===== src/rtl/arb_pkg.sv =====
// Shared definitions for the 8-way round-robin arbiter: sizes, FSM encoding
// and a small index-to-one-hot helper.
package arb_pkg;

  localparam int NUM_REQ = 8;
  localparam int ID_W    = 3;

  typedef enum logic {
    ST_IDLE  = 1'b0,
    ST_GRANT = 1'b1
  } state_t;

  function automatic logic [NUM_REQ-1:0] id_to_onehot(input logic [ID_W-1:0] id);
    return NUM_REQ'(1) << id;
  endfunction

endpackage


===== src/rtl/priority_encoder8to3.sv =====
// 8:3 priority encoder, highest set index wins; valid flags a non-zero input.
module priority_encoder8to3
  import arb_pkg::*;
(
  input  logic [NUM_REQ-1:0] req_vec,
  output logic [ID_W-1:0]    idx,
  output logic               valid
);

  // Ascending scan so the last (highest) set bit overwrites lower ones.
  always_comb begin
    idx   = '0;
    valid = |req_vec;
    for (int i = 0; i < NUM_REQ; i++) begin
      if (req_vec[i]) idx = ID_W'(i);
    end
  end

endmodule


===== src/rtl/rr_arbiter8.sv =====
// 8-requester round-robin arbiter with registered one-hot grant held until release.
// Optional grant timeout enabled by defining GRANT_TIMEOUT_EN.
module rr_arbiter8
  import arb_pkg::*;
#(
  parameter int MAX_HOLD = 16,
  parameter int HOLD_W   = 5
) (
  input  logic               clk,
  input  logic               rst,
  input  logic [NUM_REQ-1:0] req,
  output logic [NUM_REQ-1:0] gnt,
  output logic               gnt_valid,
  output logic [ID_W-1:0]    gnt_id,
  output logic               timeout
);

  if (MAX_HOLD < 2 || (2 ** HOLD_W) <= MAX_HOLD) begin : g_param_check
    $error("rr_arbiter8: need MAX_HOLD >= 2 and 2**HOLD_W > MAX_HOLD");
  end

  state_t              state_reg;
  logic [ID_W-1:0]     last_id_reg;
  logic [NUM_REQ-1:0]  gnt_reg;
  logic [ID_W-1:0]     gnt_id_reg;
  logic                timeout_reg;

  logic [NUM_REQ-1:0]  below_mask;
  logic [NUM_REQ-1:0]  cand;
  logic [NUM_REQ-1:0]  masked;
  logic [ID_W-1:0]     masked_idx;
  logic [ID_W-1:0]     full_idx;
  logic                masked_valid;
  logic                full_valid;
  logic [ID_W-1:0]     win_id;
  logic                owner_req;

  // Clients strictly below the last owner get first pick.
  for (genvar gi = 0; gi < NUM_REQ; gi++) begin : g_mask
    assign below_mask[gi] = (ID_W'(gi) < last_id_reg);
  end

  // The current owner never competes against itself on release.
  always_comb begin
    cand = req;
    if (state_reg == ST_GRANT) cand[gnt_id_reg] = 1'b0;
  end

  assign masked    = cand & below_mask;
  assign owner_req = req[gnt_id_reg];

  priority_encoder8to3 u_enc_masked (
    .req_vec (masked),
    .idx     (masked_idx),
    .valid   (masked_valid)
  );

  priority_encoder8to3 u_enc_full (
    .req_vec (cand),
    .idx     (full_idx),
    .valid   (full_valid)
  );

  assign win_id = masked_valid ? masked_idx : full_idx;

`ifdef GRANT_TIMEOUT_EN
  logic [HOLD_W-1:0] hold_cnt_reg;
`endif

  always_ff @(posedge clk) begin
    if (rst) begin
      state_reg   <= ST_IDLE;
      last_id_reg <= ID_W'(NUM_REQ - 1);
      gnt_reg     <= '0;
      gnt_id_reg  <= '0;
      timeout_reg <= 1'b0;
`ifdef GRANT_TIMEOUT_EN
      hold_cnt_reg <= '0;
`endif
    end else begin
      timeout_reg <= 1'b0;
      case (state_reg)
        ST_IDLE: begin
          if (full_valid) begin
            state_reg   <= ST_GRANT;
            gnt_reg     <= id_to_onehot(win_id);
            gnt_id_reg  <= win_id;
            last_id_reg <= win_id;
`ifdef GRANT_TIMEOUT_EN
            hold_cnt_reg <= '0;
`endif
          end
        end
        ST_GRANT: begin
          if (owner_req) begin
`ifdef GRANT_TIMEOUT_EN
            // last_id keeps the revoked owner so it goes to the back of the line.
            if (hold_cnt_reg == HOLD_W'(MAX_HOLD - 1)) begin
              state_reg   <= ST_IDLE;
              gnt_reg     <= '0;
              gnt_id_reg  <= '0;
              timeout_reg <= 1'b1;
            end else begin
              hold_cnt_reg <= hold_cnt_reg + 1'b1;
            end
`endif
          end else if (full_valid) begin
            gnt_reg     <= id_to_onehot(win_id);
            gnt_id_reg  <= win_id;
            last_id_reg <= win_id;
`ifdef GRANT_TIMEOUT_EN
            hold_cnt_reg <= '0;
`endif
          end else begin
            state_reg  <= ST_IDLE;
            gnt_reg    <= '0;
            gnt_id_reg <= '0;
          end
        end
        default: state_reg <= ST_IDLE;
      endcase
    end
  end

  assign gnt       = gnt_reg;
  assign gnt_valid = (state_reg == ST_GRANT);
  assign gnt_id    = gnt_id_reg;
  assign timeout   = timeout_reg;

endmodule


===== config.mk =====
export PLATFORM = sky130hd
export DESIGN_NAME = rr_arbiter8
export DESIGN_NICKNAME = d
export VERILOG_FILES = /design/src/rtl/arb_pkg.sv /design/src/rtl/priority_encoder8to3.sv /design/src/rtl/rr_arbiter8.sv
export SDC_FILE = /design/constraint.sdc
export NUM_CORES = 1
export LEC_CHECK = 0
export ABC_AREA = 1
export CAP_MARGIN = 20
export CELL_PAD_IN_SITES_DETAIL_PLACEMENT = 1
export CELL_PAD_IN_SITES_GLOBAL_PLACEMENT = 2
export CORE_UTILIZATION = 22
export CTS_CLUSTER_DIAMETER = 80
export DETAILED_ROUTE_END_ITERATION = 12
export GPL_ROUTABILITY_DRIVEN = 0
export PLACE_DENSITY_LB_ADDON = 0.1
export SETUP_SLACK_MARGIN = 0.05
export SLEW_MARGIN = 20
export SYNTH_ARGS = -nofsm -noshare
export SYNTH_HDL_FRONTEND = slang
export SYNTH_SLANG_ARGS = --single-unit

===== constraint.sdc =====
create_clock -name clk -period 1.6 [get_ports clk]
set_input_delay 0.24 -clock clk [delete_from_list [all_inputs] [get_ports clk]]
set_output_delay 0.24 -clock clk [all_outputs]
set_load 0.02 [all_outputs]

Word level (Yosys, flattened, before mapping)

Cells that the tools add are included.

Flip-flop bits (word level): 15
Output and inout bits: 13

Magnitude comparators: 10
Eq/ne operators: 2
Shift-type cells: 1
Multiplexer cells: 34
Bitwise gates (word level): 4
Reduce and logical (&&, ||, !) cells: 4

Operators by type and width:

| kind                                                                         | number |
|---|---|
| 3-bit 2-to-1 mux                                                             | 14 |
| 8-bit 2-to-1 mux                                                             | 4 |
| 8-bit bitwise AND                                                            | 2 |
| 8-bit one-hot mux with 2 select lines                                        | 1 |
| 8-bit OR reduction                                                           | 2 |
| 3-bit less-than comparator, first input constant                             | 4 |
| 3-bit one-hot mux with 2 select lines                                        | 2 |
| 2-bit 2-to-1 mux                                                             | 4 |
| 8-bit NOT                                                                    | 1 |
| 1-bit by 3-bit left shift with 8-bit output, first input constant            | 1 |
| 1-bit by 3-bit less-than comparator with 1-bit output, first input constant  | 2 |
| 2-bit by 3-bit less-than comparator with 1-bit output, first input constant  | 2 |
| 1-bit 2-to-1 mux                                                             | 6 |
| 3-bit by 4-bit less-than comparator with 1-bit output, second input constant | 1 |
| 2-bit inequality test, second input constant                                 | 2 |
| 1-bit binary-select mux with 3-bit select                                    | 1 |
| 1-bit demux with 3-bit select                                                | 1 |
| 3-bit by 1-bit >= comparator with 1-bit output, second input constant        | 1 |
| 1-bit one-hot mux with 2 select lines                                        | 1 |
| 2-bit AND reduction                                                          | 1 |
| 1-bit logical AND                                                            | 1 |
| 1-bit NOT                                                                    | 1 |

Depth between registers and ports, before layout

Gate-level depths: netlist (run 1).

Depth in word-level cells: 20
Depth in mapped cells: 14
Gate-level depth less buffers: 14

Hierarchy

Synthesis (run 1) repeated with hierarchy kept, for this count alone.

Cells, all modules: 192
Area total of the unflattened synthesis: 1,122.3 sq um

Modules (own cells, without submodules):

| module               | instances | cells each | area each (sq um) |
|---|---|---|---|
| rr_arbiter8          | 1         | 152        | 967.2 |
| priority_encoder8to3 | 2         | 20         | 77.6 |

Worst setup path before layout (run 1)

No wires, ideal clock.

Path type: reg-to-reg
Start: register state_reg (netlist: gnt_valid)
End: register gnt_id_reg[0] (netlist: gnt_id[0])
Library setup time: 0.068 ns
Data arrival time: 1.650 ns
Setup slack: -0.118 ns
Stages on the path, launching flop included: 14
Cells stage by stage: dfxtp_1 inv_1 nor2_2 nand2_1 nand2_2 inv_2 nor2_4 nand2_2 inv_2 nand2_2 o21ai_2 buf_6 nand2_1 a21oi_2

Longest elaborated chain between the ends: 13
Elaborated cells between the ends (all ways): 27
Classes of those cells: 2 x eq/ne; 20 x mux; 2 x bitwise; 3 x reduce/logical

Ends and longest elaborated chain:

| what                                  | line                       | text |
|---|---|---|
| from (decl)                           | rr_arbiter8.sv:22          | `state_t state_reg;` |
| from (signal assigned)                | rr_arbiter8.sv:72          | `state_reg <= ST_IDLE;` |
| from (signal assigned)                | rr_arbiter8.sv:85          | `state_reg <= ST_GRANT;` |
| from (signal assigned)                | rr_arbiter8.sv:115         | `state_reg <= ST_IDLE;` |
| 8-bit 2-to-1 mux                      | rr_arbiter8.sv:46          | `if (state_reg == ST_GRANT) cand[gnt_id_reg] = 1'b0;` |
| 8-bit bitwise AND                     | rr_arbiter8.sv:49          | `assign masked = cand & below_mask;` |
| 1-bit 2-to-1 mux                      | priority_encoder8to3.sv:15 | `if (req_vec[i]) idx = ID_W'(i);` |
| 2-bit 2-to-1 mux (2 in a row)         | priority_encoder8to3.sv:15 |  |
| 3-bit 2-to-1 mux (4 in a row)         | priority_encoder8to3.sv:15 |  |
| 3-bit 2-to-1 mux                      | rr_arbiter8.sv:64          | `assign win_id = masked_valid ? masked_idx : full_idx;` |
| 3-bit 2-to-1 mux                      | rr_arbiter8.sv:107         | `end else if (full_valid) begin` |
| 3-bit 2-to-1 mux                      | rr_arbiter8.sv:95          | `if (owner_req) begin` |
| 3-bit one-hot mux with 2 select lines | rr_arbiter8.sv:82          | `case (state_reg)` |
| to (signal assigned)                  | rr_arbiter8.sv:87          | `gnt_id_reg <= win_id;` |
| to (signal assigned)                  | rr_arbiter8.sv:109         | `gnt_id_reg <= win_id;` |
| to (decl)                             | rr_arbiter8.sv:25          | `logic [ID_W-1:0] gnt_id_reg;` |

Several ways; a longest one is shown, not always the timed one. The select of a mux whose other input is x is not followed.
A chain may end at the register's enable or synchronous reset.

Final worst setup path (run 1)

Start: register gnt_id_reg[2] (netlist: gnt_id[2])
End: register gnt_reg[5] (netlist: gnt[5])

Longest elaborated chain between the ends: 20
Elaborated cells between the ends (all ways): 36
Classes of those cells: 2 x order compare; 2 x eq/ne; 1 x shift; 24 x mux; 3 x bitwise; 4 x reduce/logical

Ends and longest elaborated chain:

| what                                                                                                                                                 | line                       | text |
|---|---|---|
| 3-bit by 4-bit less-than comparator with 1-bit output (not written as such) / 3-bit by 1-bit >= comparator with 1-bit output (equally long branches) | rr_arbiter8.sv:46          |  |
| 1-bit logical AND (not written as such)                                                                                                              | rr_arbiter8.sv:46          |  |
| 1-bit 2-to-1 mux (not written as such)                                                                                                               | rr_arbiter8.sv:46          |  |
| 1-bit demux with 3-bit select                                                                                                                        | rr_arbiter8.sv:46          |  |
| 8-bit NOT (no line)                                                                                                                                  | n/a                        |  |
| 8-bit bitwise AND (no line)                                                                                                                          | n/a                        |  |
| 8-bit 2-to-1 mux                                                                                                                                     | rr_arbiter8.sv:46          |  |
| 8-bit bitwise AND                                                                                                                                    | rr_arbiter8.sv:49          |  |
| 1-bit 2-to-1 mux                                                                                                                                     | priority_encoder8to3.sv:15 |  |
| 2-bit 2-to-1 mux (2 in a row)                                                                                                                        | priority_encoder8to3.sv:15 |  |
| 3-bit 2-to-1 mux (4 in a row)                                                                                                                        | priority_encoder8to3.sv:15 |  |
| 3-bit 2-to-1 mux                                                                                                                                     | rr_arbiter8.sv:64          |  |
| 1-bit by 3-bit left shift with 8-bit output                                                                                                          | arb_pkg.sv:14              | `return NUM_REQ'(1) << id;` |
| 8-bit 2-to-1 mux                                                                                                                                     | rr_arbiter8.sv:107         |  |
| 8-bit 2-to-1 mux                                                                                                                                     | rr_arbiter8.sv:95          |  |
| 8-bit one-hot mux with 2 select lines                                                                                                                | rr_arbiter8.sv:82          |  |
| to (signal assigned)                                                                                                                                 | rr_arbiter8.sv:86          | `gnt_reg <= id_to_onehot(win_id);` |
| to (signal assigned)                                                                                                                                 | rr_arbiter8.sv:108         | `gnt_reg <= id_to_onehot(win_id);` |
| to (decl)                                                                                                                                            | rr_arbiter8.sv:24          | `logic [NUM_REQ-1:0] gnt_reg;` |

Several ways; a longest one is shown, not always the timed one. The select of a mux whose other input is x is not followed.

==> results of run 1 <==
==> where the power goes <==
part,internal (uW),switching (uW)
Sequential,538,182
Clock,173,142
Combinational,1020,1260
==> worst max-delay path by stage <==
stage / from / end / slack (ns) / depth (start not counted)
3_3_place_gp: req[7] / gnt[1] / -0.32 / 11
4_1_cts: gnt_valid / gnt[5] / -0.1 / 13
6_report: gnt_id[2] / gnt[5] / -0.12 / 13
5_1_grt: gnt_valid / gnt[0] / -0.26 / 13
3_5_place_dp: req[7] / gnt[5] / -0.33 / 11
2_1_floorplan: gnt_id[2] / gnt_id[0] / 0.06 / 13
==> cells by family (layout without fill, tap and decap cells) <==
logic type | Yosys count | after routing
compound gates | 22 | 22
buf+inv | 28 | 85
flops | 15 | 15
other cells | 1 | 1
simple gates | 107 | 107
==> repair_timing <==
item,CTS,global route
pin swaps,6,12
buffers inserted,7,6
cloned,0,0
setup endpoints to repair,18,15
hold buffers,0,0
gates resized for setup,29,31
==> cell type report <==
class / instances / area (um2) / share of cell area [%]
sequential: 15 / 315 / 17.6
timing repair buffer: 56 / 478 / 26.7
tap: 52 / 65.1 / 3.63
clock inverter: 1 / 5.00 / 0.279
clock buffer: 3 / 41.3 / 2.30
inverter: 25 / 98.8 / 5.52
multi-input combinational: 130 / 788 / 44.0
==> placed cells by master, fill, tap and decap left out, types with 3 or more instances in the layout <==
master and count:
sky130_fd_sc_hd__clkbuf_8 3, sky130_fd_sc_hd__nor2_4 9, sky130_fd_sc_hd__inv_1 14, sky130_fd_sc_hd__dfxtp_1 11, sky130_fd_sc_hd__nand3_1 11, sky130_fd_sc_hd__a21oi_1 10
sky130_fd_sc_hd__a21oi_2 6, sky130_fd_sc_hd__nand3_2 5, sky130_fd_sc_hd__dlygate4sd2_1 4, sky130_fd_sc_hd__nor2_1 6, sky130_fd_sc_hd__buf_4 33, sky130_fd_sc_hd__nand2_1 51
sky130_fd_sc_hd__nand2_4 5, sky130_fd_sc_hd__inv_2 9, sky130_fd_sc_hd__nand2_2 16, sky130_fd_sc_hd__clkdlybuf4s50_1 16, sky130_fd_sc_hd__dfxtp_4 4
==> layer usage <==
metal,share of wire (%),wire length [um]
met1,46,1710
met2,49,1820
met3,2.9,107
met4,1.1,42
met5,0,0
==> tightest hold or removal path, cell delays in order, from the launching register on <==
cell and delay, ns:
sky130_fd_sc_hd__dfxtp_1 0.31, sky130_fd_sc_hd__nand2_1 0.06, sky130_fd_sc_hd__a21oi_1 0.06
==> through the flow <==
stage	util [%]	total power, uW
after floorplan	-	1690
after global placement	33.0	2480
after detailed placement	33.0	2500
after CTS	37.1	3050
after global routing	40.6	3590
final	40.6	3310
==> metrics.md, run 1 <==
| Metric | Value |
|---|---|
| Count of max-cap constraint violations | `0` |
| Bufs and invs on worst path | `4` |
| Leakage power figure | `0.000864 uW` |
| Register-to-register setup slack | `-0.12 ns` |
| Antenna fix cells | `0` |
| Crit path time final | `1.72 ns` |
| Number of synthesized flops with an enable pin | `0` |
| Hold slack | `0.467 ns` |
| Sink count of the clock tree | `15` |
| Number of failing hold endpoints at the final stage | `0` |
| M3 GR Usage | `3.90%` |
| Clock insertion delay at the later pin of the skew report | `0.25 ns` |
| Final-layout fill cell count | `564` |
| Crit path arrival time | `1.90 ns` |
| Antenna violation net count after detailed routing | `0` |
| Synthesized area per cell | `5.91 um2` |
| Cell types occupying the most area after synthesis | `sky130_fd_sc_hd__dfxtp_1, sky130_fd_sc_hd__nand2_1, sky130_fd_sc_hd__nand3_1` |
| CP Data Required Time | `1.78 ns` |
| Peak supply drop | `618 uV` |
| Starting density of the core | `23.2%` |
| Post-synth top area cell | `sky130_fd_sc_hd__dfxtp_1` |
| Worst reg2reg startpoint | `gnt_id[2]` |
| Final routed wirelength across all metal layers | `3680 um` |
| HPWL after detailed placement | `2840 um` |
| Post-layout instance count excluding filler cells | `282` |
| DR vias | `1,267` |
| Post-synthesis sequential element count | `15` |
| Post-route setup TNS | `-1.38 ns` |
| Critical-path cell with the highest stage delay | `sky130_fd_sc_hd__dfxtp_4` |
| Drt initial violations | `10` |
| Post-CTS clock slew at the launch and capture registers of the worst setup and hold paths | `0.07 ns` |
| Sequence of cells on the critical path | `inv_2 > nor2_4 > nand2_2 > nand2_1 > nand2_1 > inv_2 > nand2_2 > inv_2 > nand2_4 > o21ai_4 > buf_6 > nand2_1 > a21oi_1` |
| Pre-CTS setup slack | `-0.333 ns` |
| GRT overflow | `0` |
| Violated checks | `setup timing` |
| Setup slack after layout | `-0.122 ns` |
| Buffer type at the clock tree root | `sky130_fd_sc_hd__clkbuf_8` |
| F_max | `0.581 GHz` |
| Pin count of the biggest net entering global routing | `10` |
| Input/output buffers | `21` |
| Number of ports placed on the die boundary | `23` |
| All-Layer GR Usage | `15.6%` |
| Max H-tree Level | `1` |
| Status | `finished with violations` |
| Design area | `0.00179 mm2` |
| Core area | `0.00441 mm2` |
| Top cells by count, synth | `sky130_fd_sc_hd__nand2_1, sky130_fd_sc_hd__inv_1, sky130_fd_sc_hd__nand3_1` |
| Clock tree skew after final layout | `0.00686 ns` |
| Via count of the first global-routing pass | `1,291` |
| CTS tree | `yes` |
| Placed Area | `0.00146 mm2` |
| Register area share after synthesis | `29.4%` |
| Setup Crit Path Kind | `flop to flop` |
| Synthesized instance count | `173` |
| Die X | `70.2 um` |
| Total power per unit cell area | `1850 mW/mm2` |
| Class of the tightest hold or removal check | `flop to flop` |
| Share of cell area taken by muxes after synthesis | `0%` |
| Worst Min Path Start | `gnt[7]` |
| Layer carrying the most global-route usage | `met2` |
| Area added between synthesis and finish | `75.3%` |
| Post-synthesis instance area | `0.00102 mm2` |
| Most used flip-flop cell after synthesis | `sky130_fd_sc_hd__dfxtp_1` |
| Dominant combinational cell family by area after synthesis | `simple AND/OR/NAND/NOR gates` |
| Share of layout cells above drive strength 1 | `44.3%` |
| CTS buffer count | `3` |
| Type of destination of the critical path | `flop` |
| Sink of the worst hold path | `gnt[7]` |
| Number of antenna violations at the first check in global routing | `0` |
| Placed cells | `265` |
| Highest cell delay on the worst timing path | `0.40 ns` |
| Kind of cell adding the most delay to the critical path | `simple AND/OR/NAND/NOR gates` |
| Setup repair after global routing missed its margin | `yes` |
| Area share of the largest cell type after synthesis | `29.4%` |
| Max reg flops | `8` |
| Final clock period utilization by the worst path | `108%` |
| Fraction of synthesis flops using an asynchronous set or reset pin | `0%` |
| Routing usage on met1 | `19.2%` |
| Compound-Gate Fraction of Synth Area | `13.8%` |
| Avg Vias per Cell | `4.49` |
| Endpoint of the lowest-slack register-to-register path | `gnt[5]` |
| Net count after synthesis | `183` |
| Instance count along the most critical hold path | `2` |
| Adder-cell area share of the yosys netlist | `0%` |
| Row count | `24` |
| Most numerous cell in the Yosys netlist | `sky130_fd_sc_hd__nand2_1` |
| Area enclosed by the die boundary | `0.00492 mm2` |
| Synthesis warning total | `0` |
| First-pass GRT wire length | `5950 um` |
| Total of endpoints with negative setup slack in the final report | `14` |
| Max Root-Sink Buffers | `2` |
| Length of the first detailed-routing pass in iterations | `4` |
| Max Transition Viols Final | `0` |
| Depth of the worst register-to-register path | `13` |
| Worst-path fanout max | `6` |
| Post-synthesis share of cell area spent on xor and xnor gates | `0%` |
| Distinct cells, synth | `20` |
| GRT met2 Usage | `26.5%` |
| DRC | `0` |
| Share of synthesized cell area in and, or, nand and nor gates | `45.0%` |
| DR WL/cell | `13.1 um` |
| Vert. Die Dim | `70.2 um` |
| Launching element type of the critical path | `flop` |
| Net count, final | `241` |
Power figures use the tool's default switching activity.
==> run 2: changes to the inputs <==
--- a/config.mk
+++ b/config.mk
@@ -9,7 +9,7 @@
 export CAP_MARGIN = 20
 export CELL_PAD_IN_SITES_DETAIL_PLACEMENT = 1
 export CELL_PAD_IN_SITES_GLOBAL_PLACEMENT = 2
-export CORE_UTILIZATION = 22
+export CORE_UTILIZATION = 25
 export CTS_CLUSTER_DIAMETER = 80
 export DETAILED_ROUTE_END_ITERATION = 12
 export GPL_ROUTABILITY_DRIVEN = 0
==> constraint.sdc (replaced) <==
create_clock -name clk -period 1.85 [get_ports clk]
set_input_delay 0.2775 -clock clk [delete_from_list [all_inputs] [get_ports clk]]
set_output_delay 0.2775 -clock clk [all_outputs]
set_load 0.05 [all_outputs]
==> run 2 against run 1 <==
The flow now finishes without violations. Clock-buffer cell count did not move. Cell area fell by 7.2%. Non-clock buffer count fell by 19. Combinational power fell by 11%. Global-route usage rose by 1.9 points. Clock power fell by 13%. Register-to-register slack improved by 0.23 ns. Worst setup slack improved by 0.22 ns. Die area fell by 12%. Final cell count fell by 8.2%.
==> metrics.md, run 2 (synthesis results as in run 1) <==
| Metric | Value |
|---|---|
| Status | `completed` |
| Count of max-cap constraint violations | `0` |
| Final routed wirelength across all metal layers | `3490 um` |
| Worst setup path startpoint | `gnt_id[1]` |
| Placed Area | `0.00135 mm2` |
| Starting density of the core | `26.9%` |
| Buffer type at the clock tree root | `sky130_fd_sc_hd__clkbuf_8` |
| Vert. Die Dim | `65.9 um` |
| Crit path time final | `1.75 ns` |
| Post-CTS clock slew at the launch and capture registers of the worst setup and hold paths | `0.07 ns` |
| Critical-path cell with the highest stage delay | `sky130_fd_sc_hd__clkdlybuf4s50_1` |
| Fraction of power consumed by combinational cells | `68.6%` |
| Clock network fraction of design power | `9.3%` |
| GRT met2 Usage | `28.3%` |
| Pin count of the biggest net entering global routing | `12` |
| Crit path arrival time | `1.48 ns` |
| Headroom to the max-slew limit | `66.3%` |
| Worst-path fanout max | `7` |
| M3 GR Usage | `4.14%` |
| Number of ports placed on the die boundary | `23` |
| Length of the first detailed-routing pass in iterations | `4` |
| Share of total power consumed by net switching | `52.7%` |
| Least-Margin Pin Slew | `0.503 ns` |
| Number of antenna violations at the first check in global routing | `0` |
| Setup repair after global routing missed its margin | `yes` |
| Layer carrying the most global-route usage | `met2` |
| Pre-CTS setup slack | `-0.110 ns` |
| All-Layer GR Usage | `17.4%` |
| Peak supply drop | `740 uV` |
| Worst Min Path Start | `gnt[5]` |
| Type of destination of the critical path | `primary output` |
| Antenna violation net count after detailed routing | `0` |
| First-pass GRT wire length | `5760 um` |
| Leakage power figure | `0.000744 uW` |
| GRT overflow | `0` |
| Switching pwr | `1550 uW` |
| Area enclosed by the die boundary | `0.00435 mm2` |
| Drt initial violations | `38` |
| Core area | `0.00380 mm2` |
| CTS tree | `yes` |
| Sequence of cells on the critical path | `clkdlybuf4s50_1` |
| Area added between synthesis and finish | `62.7%` |
| Row count | `22` |
| Clock insertion delay at the later pin of the skew report | `0.25 ns` |
| Setup Crit Path Kind | `flop to primary output` |
| CP Data Required Time | `1.57 ns` |
| Share of layout cells above drive strength 1 | `41.2%` |
| Design area | `0.00166 mm2` |
| Commonest non-fill, non-tap cells in the layout | `sky130_fd_sc_hd__nand2_1, sky130_fd_sc_hd__nand2_2, sky130_fd_sc_hd__clkdlybuf4s50_1, sky130_fd_sc_hd__buf_4, sky130_fd_sc_hd__inv_1` |
| Die X | `65.9 um` |
| Max reg flops | `8` |
| Total of endpoints with negative setup slack in the final report | `0` |
| Highest cell delay on the worst timing path | `0.81 ns` |
| Number of failing hold endpoints at the final stage | `0` |
| F_max | `0.570 GHz` |
| Net count, final | `222` |
| DRC | `0` |
| Clock tree skew after final layout | `0.00880 ns` |
| Antenna fix cells | `0` |
| Max H-tree Level | `1` |
| Final clock period utilization by the worst path | `94.8%` |
| Max Transition Viols Final | `0` |
| Hold slack | `0.466 ns` |
| Input/output buffers | `21` |
| Bufs and invs on worst path | `1` |
| Setup slack after layout | `0.0964 ns` |
| Class of the tightest hold or removal check | `flop to flop` |
| Total Power | `2940 uW` |
| DR WL/cell | `13.5 um` |
| CTS buffer count | `3` |
| Total power per unit cell area | `1770 mW/mm2` |
| Avg Vias per Cell | `4.68` |
| Worst reg2reg startpoint | `gnt_id[2]` |
| Launching element type of the critical path | `flop` |
| Relative contribution of sequential cells to total power | `22.1%` |
| Kind of cell adding the most delay to the critical path | `buffers and inverters` |
| Sink count of the clock tree | `15` |
| HPWL after detailed placement | `2740 um` |
| DR vias | `1,211` |
| Max Root-Sink Buffers | `2` |
| Via count of the first global-routing pass | `1,220` |
| Most frequent standard cell in the layout excluding fill and tap cells | `sky130_fd_sc_hd__nand2_1` |
| Design internal power | `1390 uW` |
| Routing usage on met1 | `23.6%` |
==> run 2: cell count changes in the layout (fill, tap and decap cells not counted), sizes merged <==
| cell | change |
|---|---|
| buf | -18 |
| dlygate4sd2 | -3 |
| clkdlybuf4s50 | +2 |
==> run 2: repair_timing <==
action                                  in CTS  in global routing
endpoints found under the setup margin      14                 14
pin swaps                                    0                 13
hold buffers                                 0                  0
resized for setup                           13                 50
setup buffers                                0                  7
==> run 2: power groups by stage <==
stage	combinational [uW]	clock (uW)	sequential (uW)
detailed placement	1600	0	610
CTS	1660	278	628
floorplan	782	0	859
global placement	1590	0	605
global route	2200	296	675
finish	2020	273	650
==> run 2: area by class of cell <==
type	count	area (um2)
multi-input cells	130	800
inverters	25	98.8
clock buffers	3	41.3
repair buffers	37	342
well taps	48	60.1
flip-flops and latches	15	317
fillers	489	2140
clock inverters	1	5.00
==> run 2: metrics by stage <==
step	TNS (ns)	utilization [%]	cells
3_3_place_gp	-0.494	35.6	248
5_1_grt	-0.0826	43.8	259
4_1_cts	0	37.8	252
3_5_place_dp	-0.813	35.6	248
2_1_floorplan	0	-	173
6_report	0	43.8	259
==> run 2: worst paths after layout <==
check	end	slack (ns)	cells past startpoint
worst max-delay path	gnt_id[1]	0.1	1
worst min-delay path	gnt[5]	0.47	2
worst max register to register	gnt[0]	0.11	11
worst min register to register	gnt[5]	0.47	2
==> run 2: metal layers <==
metal / up-vias / wire length (um)
met5: - / 0
met4: 0 / 13
met3: 2 / 218
met2: 25 / 1640
met1: 569 / 1620
li1: 615 / -
